**src/rtl/line_fill_arbiter.sv**
```systemverilog
// rtl/line_fill_arbiter.sv - two-port line-fill arbiter onto one downstream cacheline port
//
// Serialises whole-line transactions from two requesters onto a single
// downstream port, one transaction outstanding at a time.
//   port 0 : instruction linebuffer, read-only, response killable by flush
//   port 1 : data cache, read or write-back (write wins if both asserted)
// Arbitration is fixed-priority (PRIO_PORT) with a starvation guard: once
// PRIO_PORT has won MAX_STREAK back-to-back contested grants, the other port
// gets the next contested grant.
//
// Ports
//   clk, rst                 clock, synchronous active-high reset
//   flush                    kills delivery of an in-flight port-0 response
//   p0_addr/p0_read          port 0 request (level, held until p0_resp)
//   p0_rdata/p0_resp         port 0 returned line / completion pulse
//   p1_addr/p1_read/p1_write port 1 request (level, held until p1_resp)
//   p1_wdata                 port 1 write-back line
//   p1_rdata/p1_resp         port 1 returned line / completion pulse
//   dfp_addr/dfp_wdata       latched downstream address / write line
//   dfp_read/dfp_write       downstream command, held until dfp_resp
//   dfp_rdata/dfp_resp       downstream returned line / completion pulse

module line_fill_arbiter #(
    parameter int ADDR_W     = 32,
    parameter int LINE_W     = 256,
    parameter int PRIO_PORT  = 1,
    parameter int MAX_STREAK = 4
) (
    input  logic              clk,
    input  logic              rst,
    input  logic              flush,
    input  logic [ADDR_W-1:0] p0_addr,
    input  logic              p0_read,
    output logic [LINE_W-1:0] p0_rdata,
    output logic              p0_resp,
    input  logic [ADDR_W-1:0] p1_addr,
    input  logic              p1_read,
    input  logic              p1_write,
    input  logic [LINE_W-1:0] p1_wdata,
    output logic [LINE_W-1:0] p1_rdata,
    output logic              p1_resp,
    output logic [ADDR_W-1:0] dfp_addr,
    output logic              dfp_read,
    output logic              dfp_write,
    output logic [LINE_W-1:0] dfp_wdata,
    input  logic [LINE_W-1:0] dfp_rdata,
    input  logic              dfp_resp
);

    localparam int   SW   = $clog2(MAX_STREAK + 1);
    localparam logic PRIO = (PRIO_PORT != 0);
    localparam logic [SW-1:0] STREAK_MAX = SW'(MAX_STREAK);

    typedef enum logic [1:0] {IDLE, BUSY0, BUSY1} state_t;

    state_t            state;
    state_t            state_nx;
    logic [SW-1:0]     streak;
    logic              last_grant;
    logic              killed;
    logic [ADDR_W-1:0] addr_q;
    logic [LINE_W-1:0] wdata_q;
    logic              write_q;

    logic req0;
    logic req1;
    logic grant_v;
    logic grant_port;
    logic other_req;

    assign req0 = p0_read;
    assign req1 = p1_read | p1_write;

    // Winner selection; only meaningful in IDLE.
    always_comb begin
        grant_v    = 1'b0;
        grant_port = 1'b0;
        if (state == IDLE) begin
            if (req0 && req1) begin
                grant_v = 1'b1;
                // Starvation guard: hand the contested slot to the other port
                // once the priority port has used up its streak.
                if (streak == STREAK_MAX && last_grant == PRIO)
                    grant_port = ~PRIO;
                else
                    grant_port = PRIO;
            end else if (req0) begin
                grant_v    = 1'b1;
                grant_port = 1'b0;
            end else if (req1) begin
                grant_v    = 1'b1;
                grant_port = 1'b1;
            end
        end
    end

    assign other_req = grant_port ? req0 : req1;

    // State register.
    always_ff @(posedge clk) begin
        if (rst)
            state <= IDLE;
        else
            state <= state_nx;
    end

    // Next-state logic.
    always_comb begin
        state_nx = state;
        case (state)
            IDLE:    if (grant_v) state_nx = grant_port ? BUSY1 : BUSY0;
            BUSY0,
            BUSY1:   if (dfp_resp) state_nx = IDLE;
            default: state_nx = IDLE;
        endcase
    end

    // Grant bookkeeping and latched downstream command.
    always_ff @(posedge clk) begin
        if (rst) begin
            streak     <= '0;
            last_grant <= 1'b0;
            addr_q     <= '0;
            wdata_q    <= '0;
            write_q    <= 1'b0;
        end else if (grant_v) begin
            addr_q     <= grant_port ? p1_addr : p0_addr;
            write_q    <= grant_port & p1_write;
            if (grant_port && p1_write)
                wdata_q <= p1_wdata;
            last_grant <= grant_port;
            if (grant_port == last_grant && other_req)
                streak <= (streak == STREAK_MAX) ? streak : streak + 1'b1;
            else
                streak <= SW'(1);
        end
    end

    // Port-0 kill flag: the memory transaction cannot be aborted, so a flush
    // only suppresses the eventual p0_resp.
    always_ff @(posedge clk) begin
        if (rst) begin
            killed <= 1'b0;
        end else begin
            case (state)
                IDLE:    killed <= grant_v && !grant_port && flush;
                BUSY0:   killed <= dfp_resp ? 1'b0 : (killed | flush);
                default: killed <= 1'b0;
            endcase
        end
    end

    // Outputs.
    always_comb begin
        dfp_addr  = addr_q;
        dfp_wdata = wdata_q;
        dfp_read  = (state != IDLE) && !write_q;
        dfp_write = (state != IDLE) &&  write_q;
        p0_resp   = (state == BUSY0) && dfp_resp && !killed && !flush && !rst;
        p1_resp   = (state == BUSY1) && dfp_resp && !rst;
        p0_rdata  = p0_resp ? dfp_rdata : '0;
        p1_rdata  = p1_resp ? dfp_rdata : '0;
    end

endmodule

```
**config.mk**
```make
export PLATFORM = sky130hd
export DESIGN_NAME = line_fill_arbiter
export DESIGN_NICKNAME = d
export VERILOG_FILES = /design/src/rtl/line_fill_arbiter.sv
export SDC_FILE = /design/constraint.sdc
export NUM_CORES = 1
export LEC_CHECK = 0
export ABC_AREA = 1
export BUFFER_PORTS_ARGS = -buffer_cell sky130_fd_sc_hd__buf_2
export CAP_MARGIN = 40
export CORE_AREA = 2 2 537 539
export DETAILED_ROUTE_END_ITERATION = 8
export DIE_AREA = 0 0 539 541
export HOLD_SLACK_MARGIN = 0.05
export PLACE_DENSITY = 0.3
export SLEW_MARGIN = 25
export SYNTH_ARGS = -nofsm -noshare
export SYNTH_HDL_FRONTEND = slang
export SYNTH_SLANG_ARGS = --single-unit
```
**constraint.sdc**
```tcl
create_clock -name clk -period 1.5 [get_ports clk]
set_clock_uncertainty 0.05 [all_clocks]
set_input_delay 0.3 -clock clk [delete_from_list [all_inputs] [get_ports clk]]
set_output_delay 0.3 -clock clk [all_outputs]
set_load 0.03 [all_outputs]
```
; ---- Yosys cells after proc, flatten, opt, wreduce, memory -nomap -nowiden
; Cells that the tools add are included.
[word_totals]
reg_bits = 296
inputBits = 583
[classes]
n_addsub = 1
n_eq_ne = 7
mux = 20
bitwise_logic = 3
reduce_logical = 25
[ops]
columns = op, n
row1 = $mux W256, 2
row2 = $mux W32, 1
row3 = $logic_and A1 B1 Y1, 14
row4 = $mux W1, 10
row5 = $mux W2, 3
row6 = $mux W3, 2
row7 = $ne A2 B2 Y1 const B, 3
row8 = $reduce_and A2 Y1, 3
row9 = $logic_not A1 Y1, 5
row10 = $pmux W2 S2, 1
row11 = $add A3 B1 Y3 const B, 1
row12 = $eq A3 B3 Y1 const B, 1
row13 = $eq A2 B1 Y1 const B, 1
row14 = $eq A2 B2 Y1 const B, 1
row15 = $logic_not A2 Y1, 1
row16 = $or A1 B1 Y1, 2
row17 = $pmux W1 S2, 1
row18 = $reduce_bool A2 Y1, 1
row19 = $reduce_or A2 Y1, 1
row20 = $and A1 B1 Y1, 1
row21 = $eq A1 B1 Y1, 1

; ---- Logic depth before layout (Yosys ltp)
; Gate-level depths: netlist of the first run.
[logic_depth]
word_depth = 9
mapped_depth = 12
ltp_nobuf = 11

; ---- Least setup slack after synthesis of the first run
; No wires, ideal clock.
[synth_timing]
kind = input to output
from = in rst
to = out p0_rdata[215]
t_arrival_ns = 1.954
path_slack_ns = -0.804
cell_stages = 8
path_buffers = 3
path_cell_list = buf_2 -> inv_2 -> nand3_1 -> nor2_1 -> inv_2 -> buf_2 -> buf_2 -> nor2_1
[synth_via]
elab_chain_cells = 3
[synth_lines]
columns = element, line_no
row1 = start: declaration, 30  ; input logic rst,
row2 = $logic_not A1 Y1, 159  ; p0_resp = (state == BUSY0) && dfp_resp && !killed && !flush && !rst;
row3 = $logic_and A1 B1 Y1, 159
row4 = net p0_resp, 35  ; output logic p0_resp,
row5 = $mux W256, 161  ; p0_rdata = p0_resp ? dfp_rdata : '0;
row6 = end: declaration, 34  ; output logic [LINE_W-1:0] p0_rdata,
; The timed path passes the listed nets, and every way through them passes these cells.

; ---- Final worst setup path of the first run
[layout_timing]
from = reg state[1]
to = out p0_rdata[102]
[layout_via]
elab_chain_cells = 6
[layout_lines]
columns = element, line_no
row1 = start: declaration, 56  ; state_t state;
row2 = start signal: assignment, 104  ; state <= state_nx;
row3 = $eq A2 B1 Y1, 159
row4 = $logic_and A1 B1 Y1 (4 in series), 159
row5 = $mux W256, 161
; Every way passes these cells.

==> results of run 1 <==
## Yosys cell counts
| library cell | count | share of area (%) |
|---|---|---|
| inv_6 | 1 | 0.055 |
| o21bai_1 | 1 | 0.047 |
| dfxtp_1 | 296 | 37 |
| nand2_4 | 1 | 0.071 |
| a21oi_2 | 70 | 3.8 |
| nand2_1 | 365 | 8.6 |
| ha_1 | 5 | 0.39 |
| inv_2 | 3 | 0.071 |
| o21ai_0 | 3 | 0.094 |
| buf_6 | 14 | 0.99 |
| buf_1 | 2 | 0.047 |
| buf_12 | 7 | 0.88 |
| nor2_4 | 1 | 0.071 |
| inv_1 | 300 | 7.1 |
| nand2_8 | 1 | 0.13 |
| inv_4 | 1 | 0.039 |
| clkbuf_1 | 45 | 1.1 |
| nand3_4 | 1 | 0.11 |
| nor2_1 | 566 | 13 |
| xor2_1 | 1 | 0.055 |
| nand3_1 | 112 | 3.5 |
| nand4_1 | 3 | 0.12 |
| buf_2 | 83 | 2.6 |
| or2_2 | 1 | 0.039 |
| nand3_2 | 179 | 11 |
| nand2_2 | 1 | 0.039 |
| a21oi_1 | 194 | 6.1 |
| buf_8 | 15 | 1.4 |
| buf_4 | 17 | 0.80 |
| and3_1 | 1 | 0.039 |
## worst paths after layout
path	start	end	slack [ns]	cells after the start
setup / recovery	state[1]$_SDFFE_PP0P_	p0_rdata[102]	-1.24	11
hold / removal	p1_wdata[242]	dfp_wdata[242]$_SDFFE_PP0P_	0.10	4
setup reg to reg	streak[0]$_SDFFE_PP0P_	dfp_wdata[2]$_SDFFE_PP0P_	-0.67	12
hold reg to reg	dfp_wdata[115]$_SDFFE_PP0P_	dfp_wdata[115]$_SDFFE_PP0P_	0.41	2
## power by group
| group | switching [uW] | internal (uW) | total, uW |
|---|---|---|---|
| Sequential | 345 | 8510 | 8850 |
| Combinational | 7080 | 4120 | 11200 |
| Clock | 4430 | 5790 | 10200 |
## sequential cells by signal, indices dropped and copies added, names as in the netlist
| signal | flops |
|---|---|
| state | 2 |
| killed | 1 |
| dfp_wdata | 256 |
| streak | 3 |
| dfp_addr | 32 |
| write_q | 1 |
| last_grant | 1 |
## critical path, stage by stage, from the launching register on
cell and delay (ns):
dfxtp_2 0.32, inv_2 0.06, buf_6 0.10, ha_4 0.13
nand3_4 0.07, nor2_4 0.10, buf_12 0.14, inv_16 0.06
buf_16 0.20, buf_12 0.18, nor2_4 0.16, buf_12 0.15
## metrics by stage
step	hold WS [ns]	util [%]	TNS [ns]	total power (uW)	std cells
floorplan	0.398	-	-193.09	14000	2290
global placement	0.396	11.0	-412.90	19000	7558
detailed placement	0.401	11.0	-431.67	19000	7558
CTS	0.0504	13.5	-795.11	31000	7979
global route	0.0768	13.8	-823.58	31700	8006
finish	0.101	13.9	-722.18	30300	8051
## what timing repair did
| item | in CTS | in global routing |
|---|---|---|
| setup endpoints to repair | 1100 | 1100 |
| hold endpoints to repair | 285 | 0 |
| hold buffers | 314 | 0 |
| buffers inserted | 22 | 2 |
| pin swaps | 17 | 3 |
| gates resized for setup | 656 | 269 |
| cloned | 16 | 6 |
## metal layers
metal	wire length [um]	part of all wire [%]	vias up	global-route usage (%)
met3	19100	9.7	409	5.46
met5	1180	0.59	-	0
li1	-	-	11000	-
met1	73800	37	11300	13.9
met4	7760	3.9	186	4.09
met2	96200	49	1236	22.7
## logic make-up after synthesis
group / after synthesis
flops: 296
simple gates: 1232
buf+inv: 488
xor+xnor: 1
compound gates: 268
fa+ha+maj: 5
## final cells by class
class	count	share of cell area, %
inverter	305	2.98
timing repair inverter	1	0.0504
multi-input combinational	1506	24.4
antenna	64	0.403
clock buffer	53	2.79
tap	3781	11.9
timing repair buffer	2025	42.0
clock inverter	20	0.561
sequential	296	14.9
==> out/results.ini, run 1 <==
[yosys]
synth_xor_area_share_pct = 0.0549
syn-cell-area_mm2 = 0.0159
netlist-cell-type-count = 30
synth_area_per_cell_um2 = 6.96
synthSimpleGateAreaFrac_pct = 37.3
synth_mux_area_share_pct = 0
synth_top_family_by_area = simple AND/OR/NAND/NOR gates
syn_inst = 2290
synth-compound-area-share_pct = 10.1
synth_seq_area_share_pct = 37.2
yosysWarnings = 0
synthAdderAreaFrac_pct = 0.392
ys_seq_elements = 296
syn_nets = 2878

[finish]
final_cell_area_mm2 = 0.0397
drive_above_1_share_pct = 55.6
seqCellArea_mm2 = 0.00593
areaGrowthSynthToFinish_pct = 149
layout_commonest_cell = buf_2
layout.nets = 4763
nFillCells = 33100
final_cell_mix = buf_2, nand2_1, dlygate4sd3_1, inv_1, dfxtp_1
multi_input_area_mm2 = 0.00967

[floorplanning]
io_pins = 1387
die_width_um = 539
start_util_pct = 5.57
die_h_um = 541
std_cell_rows = 197
die_area_mm2 = 0.292
core_area_mm2 = 0.286

[placed_design]
dp_hpwl_mm = 172
portBuffers = 1386
pre_cts_ws_ns = -0.736
place_congestion = 0.930
placed_area_mm2 = 0.0314

[timing]
rsz0062_at_grt = yes
fin_crit_sh_pct = 183
worstMarginPinSlew_ns = 1.08
min_period_ns = 2.74
final_hold_viol_count = 0
fmax_ghz = 0.365
finalSetupViolCount = 991
drv_slew = 0
max-slew-margin-rel_pct = 28.1
setup_slack_ns = -1.24

[pwr]
power_density_mw_per_mm2 = 762
power.leakage_uw = 0.0181
vdd_ir_drop_max_mv = 0.832

[outcome]
violations = setup timing
outcome = complete, but fails checks

[route]
drt_iter0_markers = 1140
vias = 24100
first_pass_iters = 5
wire_per_inst_um = 24.6
viasPerCell = 3.00
drc = 0
routed_wl_mm = 198
antenna_left = 0

[clock_tree]
clock_path_buffers = 3
cts_root_buffer = clkbuf_16
clk_pin_slew_ns = 0.07
cts_tree = built
clock-sinks = 296
insertion_delay_ns = 0.60
numCtsBuffers = 40
h-tree-depth = 2

[global_routing]
grt_pass1_vias = 24200
grt_first_pass_wirelength_mm = 250
grt-ovfl-total = 0
grt_max_degree = 135
grt_usage_pct = 12.9
grt_antenna_before_repair = 205

[critical_path]
cp_max_fo = 17
cp.arrival_ns = 2.39
cp-start-kind = flip-flop
end_kind = output pin
cp.required_ns = 1.15
worstSetupPathType = reg2out

[flow_run]
drv_cap = 0

[hold_path]
hp-class = in2reg

Power figures use the tool's default switching activity.
==> run 2, diff against run 1 <==
Settings changed: PLACE_DENSITY 0.3 to unset, RECOVER_POWER set to 100.
==> out/results.ini, run 2 (synthesis results as in run 1) <==
[critical_path]
crit_path_max_incr_delay_ns = 0.36  ; +0.04 ns
cp.required_ns = 1.15  ; about the same
worstSetupPathType = reg2out
r2r_end = dfp_addr[31]$_SDFFE_PP0N_
end_kind = output pin
cp.arrival_ns = 2.25  ; -0.14 ns
ff2ff_path_depth = 12  ; unchanged
cp-start-kind = flip-flop
reg2reg_slack_ns = -0.81  ; -0.14 ns
critPathSlowestCell = dfxtp_4
cp_cell_sequence = buf_6 -> ha_4 -> nand3_4 -> buf_12 -> buf_12 -> buf_4 -> nor2_4 -> buf_12
cp_max_fo = 15  ; -2
r2r_start = state[0]$_SDFFE_PP0P_
cp_common_cell = buf_12

[pwr]
pwr-share-comb_pct = 37.4  ; +0.4 points
power.leakage_uw = 0.0174  ; -3.7%
switching_power_uw = 11600  ; -1.8%
power_density_mw_per_mm2 = 768  ; +0.74%
p_int_uw = 17600  ; -4.6%
vdd_ir_drop_max_mv = 0.803  ; -3.5%
switching_share_pct = 39.8  ; +0.69 points
clkPwrFrac_pct = 32.3  ; -1.4 points
pwr-share-seq_pct = 30.3  ; +1.1 points

[timing]
finalSetupViolCount = 969  ; -2.2%
fmax_ghz = 0.384  ; +5.2%
setup_slack_ns = -1.10  ; +0.135 ns
worstMarginPinSlew_ns = 1.02  ; -0.0596 ns
min_period_ns = 2.60  ; -0.135 ns
max-slew-margin-rel_pct = 32.1  ; +4.0 points
final_hold_viol_count = 0  ; unchanged
fin_crit_sh_pct = 174  ; -9.0 points
rsz0062_at_grt = yes
whs_ns = 0.122  ; +0.0207 ns
drv_slew = 0  ; unchanged

[finish]
largest_register_ffs = 256  ; unchanged
layout.nets = 4678  ; -1.8%
drive_above_1_share_pct = 53.9  ; -1.6 points
areaGrowthSynthToFinish_pct = 138
final_cell_mix = buf_2, nand2_1, dlygate4sd3_1, nor2_1, inv_1
stdcell_count = 8021  ; -0.37%
final_cell_area_mm2 = 0.0380  ; -4.2%
layout_commonest_cell = buf_2

[global_routing]
grt_pass1_vias = 22400  ; -7.2%
grt_antenna_before_repair = 274  ; +34%
grt-ovfl-total = 0  ; unchanged
grt_usage_pct = 14.0  ; +1.1 points
grt_first_pass_wirelength_mm = 261  ; +4.5%
grt_max_degree = 129  ; -4.4%

[clock_tree]
numCtsBuffers = 36  ; -10%
clk_pin_slew_ns = 0.06  ; about the same
insertion_delay_ns = 0.61  ; about the same
clock_path_buffers = 3  ; unchanged
cts_tree = built
h-tree-depth = 2  ; unchanged
clock-sinks = 296  ; unchanged
cts_root_buffer = clkbuf_16

[floorplanning]
core_area_mm2 = 0.286  ; unchanged
start_util_pct = 5.57  ; unchanged
die_area_mm2 = 0.292  ; unchanged
std_cell_rows = 197  ; unchanged
die_width_um = 539  ; unchanged
die_h_um = 541  ; unchanged
io_pins = 1387  ; unchanged

[outcome]
violations = setup timing
outcome = complete, but fails checks

[placed_design]
dp.cells = 7490  ; -0.90%
placed_area_mm2 = 0.0308  ; -1.8%
portBuffers = 1386  ; unchanged
place_congestion = 0.970  ; +4.2%
dp_hpwl_mm = 191  ; +11%

[route]
wire_per_inst_um = 26.8  ; +8.7%
drc = 0  ; unchanged
routed_wl_mm = 215  ; +8.3%
vias = 23500  ; -2.4%
viasPerCell = 2.93  ; -2.0%
first_pass_iters = 5  ; unchanged
drt_iter0_markers = 1481  ; +30%
antenna_left = 0  ; unchanged

[hold_path]
min_delay_path_depth = 6  ; +2
hp-class = in2reg
holdPathEnd = dfp_addr[26]$_SDFFE_PP0N_
worstHoldStart = p1_addr[26]

[flow_run]
drv_cap = 0  ; unchanged

## run 2: cell count changes in the layout (fill, tap and decap cells not counted), sizes merged
cell	delta
clkbuf	-6
clkinv	-2
diode	+61
buf	-80
clkinvlp	+1
bufbuf	-2
bufinv	-1
inv	-1
## run 2: through the flow
stage                     power (uW)  util, %  setup slack [ns]  TNS, ns
final                          29200     13.3             -1.10  -698.70
after global routing           30400     13.2             -1.23  -807.18
after CTS                      29600     12.7             -1.19  -731.61
after detailed placement       18600     10.8            -0.710  -383.58
after global placement         18600     10.8            -0.699  -375.19
after floorplan                14000        -            -0.442  -193.09
## run 2: timing repair
item,4_1_cts,5_1_grt
hold buffers,314,0
buffers inserted,9,8
pin swaps,1,2
resized for setup,295,398
gates cloned,4,10
endpoints found under the hold margin,289,0
setup endpoints to repair,1100,1100
## run 2: worst max path at each step
stage | cells past startpoint | from | slack (ns) | end
floorplan | 8 | state[1]$_SDFFE_PP0P_ | -0.44 | p0_rdata[105]
global placement | 8 | rst | -0.70 | p0_rdata[131]
detailed placement | 8 | rst | -0.71 | p0_rdata[131]
CTS | 9 | state[1]$_SDFFE_PP0P_ | -1.19 | p0_rdata[245]
global route | 8 | state[1]$_SDFFE_PP0P_ | -1.23 | p1_rdata[186]
finish | 8 | state[1]$_SDFFE_PP0P_ | -1.10 | p1_rdata[152]
## run 2: power groups by stage
stage               Sequential [uW]  Combinational, uW  Clock, uW
floorplan                     10200               3780          0
detailed placement             9000               9610          0
global route                   8910              11500      10000
CTS                            8830              10900       9820
finish                         8840              10900       9450
global placement               8990               9590          0
## run 2: worst max-delay path: cells and delay by family (launching register included)
family / cells / cell delay [ns]
buffers and inverters: 5 / 0.88
adder cells (fa/ha/maj): 1 / 0.15
AND/OR/NAND/NOR: 2 / 0.21
flip-flops: 1 / 0.36
## run 2: area by class of cell
| type | instances | area (um2) |
|---|---|---|
| diodes | 125 | 313 |
| well taps | 3781 | 4730 |
| repair inverters | 2 | 40.0 |
| inverters | 305 | 1210 |
| clock inverters | 16 | 191 |
| repair buffers | 1943 | 15200 |
| flip-flops and latches | 296 | 5930 |
| fillers | 33000 | 248000 |
| clock buffers | 47 | 1030 |
| multi-input cells | 1506 | 9360 |
## run 2: layer usage
metal,up-vias,global-route usage (%),share of wire (%)
li1,10900,-,-
met1,10700,16.0,39
met4,202,6.16,5.1
met2,1275,22.1,44
met5,-,0,0.61
met3,447,6.60,11
==> run 3, diff against run 2 <==
Settings changed: CORE_AREA 2 2 537 539 to 2 2 547 549, DIE_AREA 0 0 539 541 to 0 0 549 551, TNS_END_PERCENT set to 100.
==> out/results.ini, run 3 (synthesis results as in run 1) <==
[route]
vias = 23800  ; +1.1%
wire_per_inst_um = 25.6  ; -4.4%
first_pass_iters = 5  ; unchanged
routed_wl_mm = 209  ; -2.8%
drt_iter0_markers = 1603  ; +8.2%
antenna_left = 0  ; unchanged
drc = 0  ; unchanged
viasPerCell = 2.92  ; -0.61%

[timing]
finalSetupViolCount = 1008  ; +4.0%
drv_slew = 0  ; unchanged
min_period_ns = 2.67  ; +0.0636 ns
whs_ns = 0.0794  ; -0.0427 ns
final_hold_viol_count = 0  ; unchanged
max-slew-margin-rel_pct = 51.0  ; +19 points
fin_crit_sh_pct = 178  ; +4.2 points
setup_tns_ns = -644.59  ; +54.11 ns
worstMarginPinSlew_ns = 0.734  ; -0.285 ns
fmax_ghz = 0.375  ; -2.4%
setup_slack_ns = -1.17  ; -0.0636 ns
rsz0062_at_grt = yes

[critical_path]
critPathSlowestCell = dfxtp_4
path_buf_inv = 5  ; unchanged
cp_max_fo = 20  ; +5
cp_common_cell = nor2_4
reg2reg_slack_ns = -0.54  ; +0.27 ns
worstSetupEndpoint = p0_rdata[223]
critPathTopFamily = buffers and inverters
r2r_end = dfp_wdata[11]$_SDFFE_PP0P_
crit_path_max_incr_delay_ns = 0.37  ; about the same
cp_cell_sequence = inv_4 -> ha_4 -> nand3_2 -> nor2_4 -> buf_12 -> inv_16 -> buf_6 -> nor2_4 -> buf_4
cp.required_ns = 1.15  ; about the same
r2r_start = state[0]$_SDFFE_PP0P_
ff2ff_path_depth = 10  ; -2
cp.arrival_ns = 2.32  ; +0.07 ns
end_kind = output pin
crit_start = state[1]$_SDFFE_PP0P_
worstSetupPathType = reg2out
cp-start-kind = flip-flop
cp.depth = 9  ; +1

[floorplanning]
core_area_mm2 = 0.296  ; +3.4%
die_h_um = 551  ; +1.8%
die_width_um = 549  ; +1.9%
io_pins = 1387  ; unchanged
die_area_mm2 = 0.302  ; +3.7%
std_cell_rows = 200  ; +1.5%
start_util_pct = 5.38  ; -0.19 points

[finish]
layout_commonest_cell = buf_2
largest_register_ffs = 256  ; unchanged
layout.nets = 4652  ; -0.56%
nFillCells = 34200  ; +3.5%
final_cell_mix = buf_2, nor2_1, nand2_1, dlygate4sd3_1, inv_1
drive_above_1_share_pct = 51.5  ; -2.5 points
stdcell_count = 8157  ; +1.7%
areaGrowthSynthToFinish_pct = 131

[flow_run]
drv_cap = 0  ; unchanged

[global_routing]
grt_usage_pct = 13.0  ; -0.99 points
use_met2_pct = 19.9  ; -2.2 points
grt_max_degree = 116  ; -10%
grt_pass1_vias = 21800  ; -2.6%
grt-busiest-layer = met2
grt_first_pass_wirelength_mm = 251  ; -4.0%
grt-ovfl-total = 0  ; unchanged
use_met1_pct = 14.2  ; -1.8 points
grt_antenna_before_repair = 276  ; +0.73%
grt_util_met3_pct = 7.32  ; +0.71 points

[clock_tree]
numCtsBuffers = 37  ; +2.8%
clock_path_buffers = 3  ; unchanged
clk_pin_slew_ns = 0.07  ; about the same
cts_root_buffer = clkbuf_16
insertion_delay_ns = 0.60  ; about the same
h-tree-depth = 2  ; unchanged
cts_tree = built
clock-sinks = 296  ; unchanged

[placed_design]
place_congestion = 0.969  ; about the same
dp.cells = 7635  ; +1.9%
portBuffers = 1386  ; unchanged
dp_hpwl_mm = 186  ; -2.6%

[pwr]
power_density_mw_per_mm2 = 782  ; +1.8%
power.leakage_uw = 0.0170  ; -2.1%
vdd_ir_drop_max_mv = 0.765  ; -4.6%

[outcome]
violations = setup timing
outcome = complete, but fails checks

[hold_path]
hp-class = in2reg

==> run 3: changes by cell type in the layout (fill, tap and decap cells not counted), moves of 7 or more <==
cell      change
clkbuf_1      +7
buf_4        +13
nor2_4       -50
buf_8         -9
clkbuf_8      -7
buf_6        -63
nor2_2       -28
buf_12       -22
buf_2        +13
nor2_1       +78
clkbuf_4     +42
==> run 3: worst reg2reg max path, delay by kind of cell (launching register included) <==
family	cells	cell delay, ns
AOI/OAI and AO/OA	1	0.14
adders and majority gates	1	0.26
buffers and inverters	5	0.68
DFF	1	0.38
and+or+nand+nor	3	0.45
==> run 3: worst min path at each step <==
| stage | slack (ns) | cells after the start | to | start |
|---|---|---|---|---|
| finish | 0.08 | 5 | dfp_addr[29]$_SDFFE_PP0N_ | p1_addr[29] |
| detailed placement | 0.40 | 2 | dfp_wdata[107]$_SDFFE_PP0P_ | dfp_wdata[107]$_SDFFE_PP0P_ |
| global placement | 0.40 | 2 | dfp_wdata[224]$_SDFFE_PP0P_ | dfp_wdata[224]$_SDFFE_PP0P_ |
| floorplan | 0.40 | 2 | dfp_wdata[11]$_SDFFE_PP0P_ | p1_wdata[11] |
| CTS | 0.05 | 5 | dfp_addr[29]$_SDFFE_PP0N_ | p1_addr[29] |
| global route | 0.09 | 5 | dfp_addr[29]$_SDFFE_PP0N_ | p1_addr[29] |
==> run 3: metrics by stage <==
step	total power (uW)	setup WS (ns)	util (%)	cell area, um2
5_1_grt	30000	-1.23	12.4	36700
2_1_floorplan	14000	-0.442	-	17100
4_1_cts	29300	-1.18	12.2	36200
6_report	28900	-1.17	12.4	36900
3_5_place_dp	18600	-0.771	10.4	30800
3_3_place_gp	18600	-0.784	10.4	30800
==> run 3: routing by layer <==
layer / share of wire, % / wire, um
met1: 38 / 79200
met2: 43 / 89400
met3: 13 / 26100
met4: 5.9 / 12400
met5: 0.66 / 1370
==> run 3: what timing repair did <==
action / 4_1_cts / 5_1_grt
gates cloned: 9 / 1
hold endpoints to repair: 289 / 0
hold buffers: 317 / 0
resized for setup: 241 / 138
setup buffers: 3 / 0
pin swaps: 2 / 1
setup endpoints to repair: 1100 / 1100
==> run 3: layout make-up <==
| cell class | instances | area, um2 | area share (%) |
|---|---|---|---|
| Inverter | 305 | 1200 | 3.25 |
| Tap cell | 3939 | 4930 | 13.4 |
| Sequential cell | 296 | 5930 | 16.1 |
| Multi-Input combinational cell | 1506 | 8910 | 24.1 |
| Clock buffer | 49 | 1010 | 2.74 |
| Clock inverter | 14 | 169 | 0.458 |
| Timing Repair Buffer | 1918 | 14400 | 39.1 |
| Antenna cell | 130 | 325 | 0.882 |
==> run 3: where the power goes <==
| part | switching (uW) | total, uW | internal, uW |
|---|---|---|---|
| Combinational | 7070 | 10700 | 3630 |
| Clock | 4140 | 9290 | 5150 |
| Sequential | 348 | 8860 | 8510 |
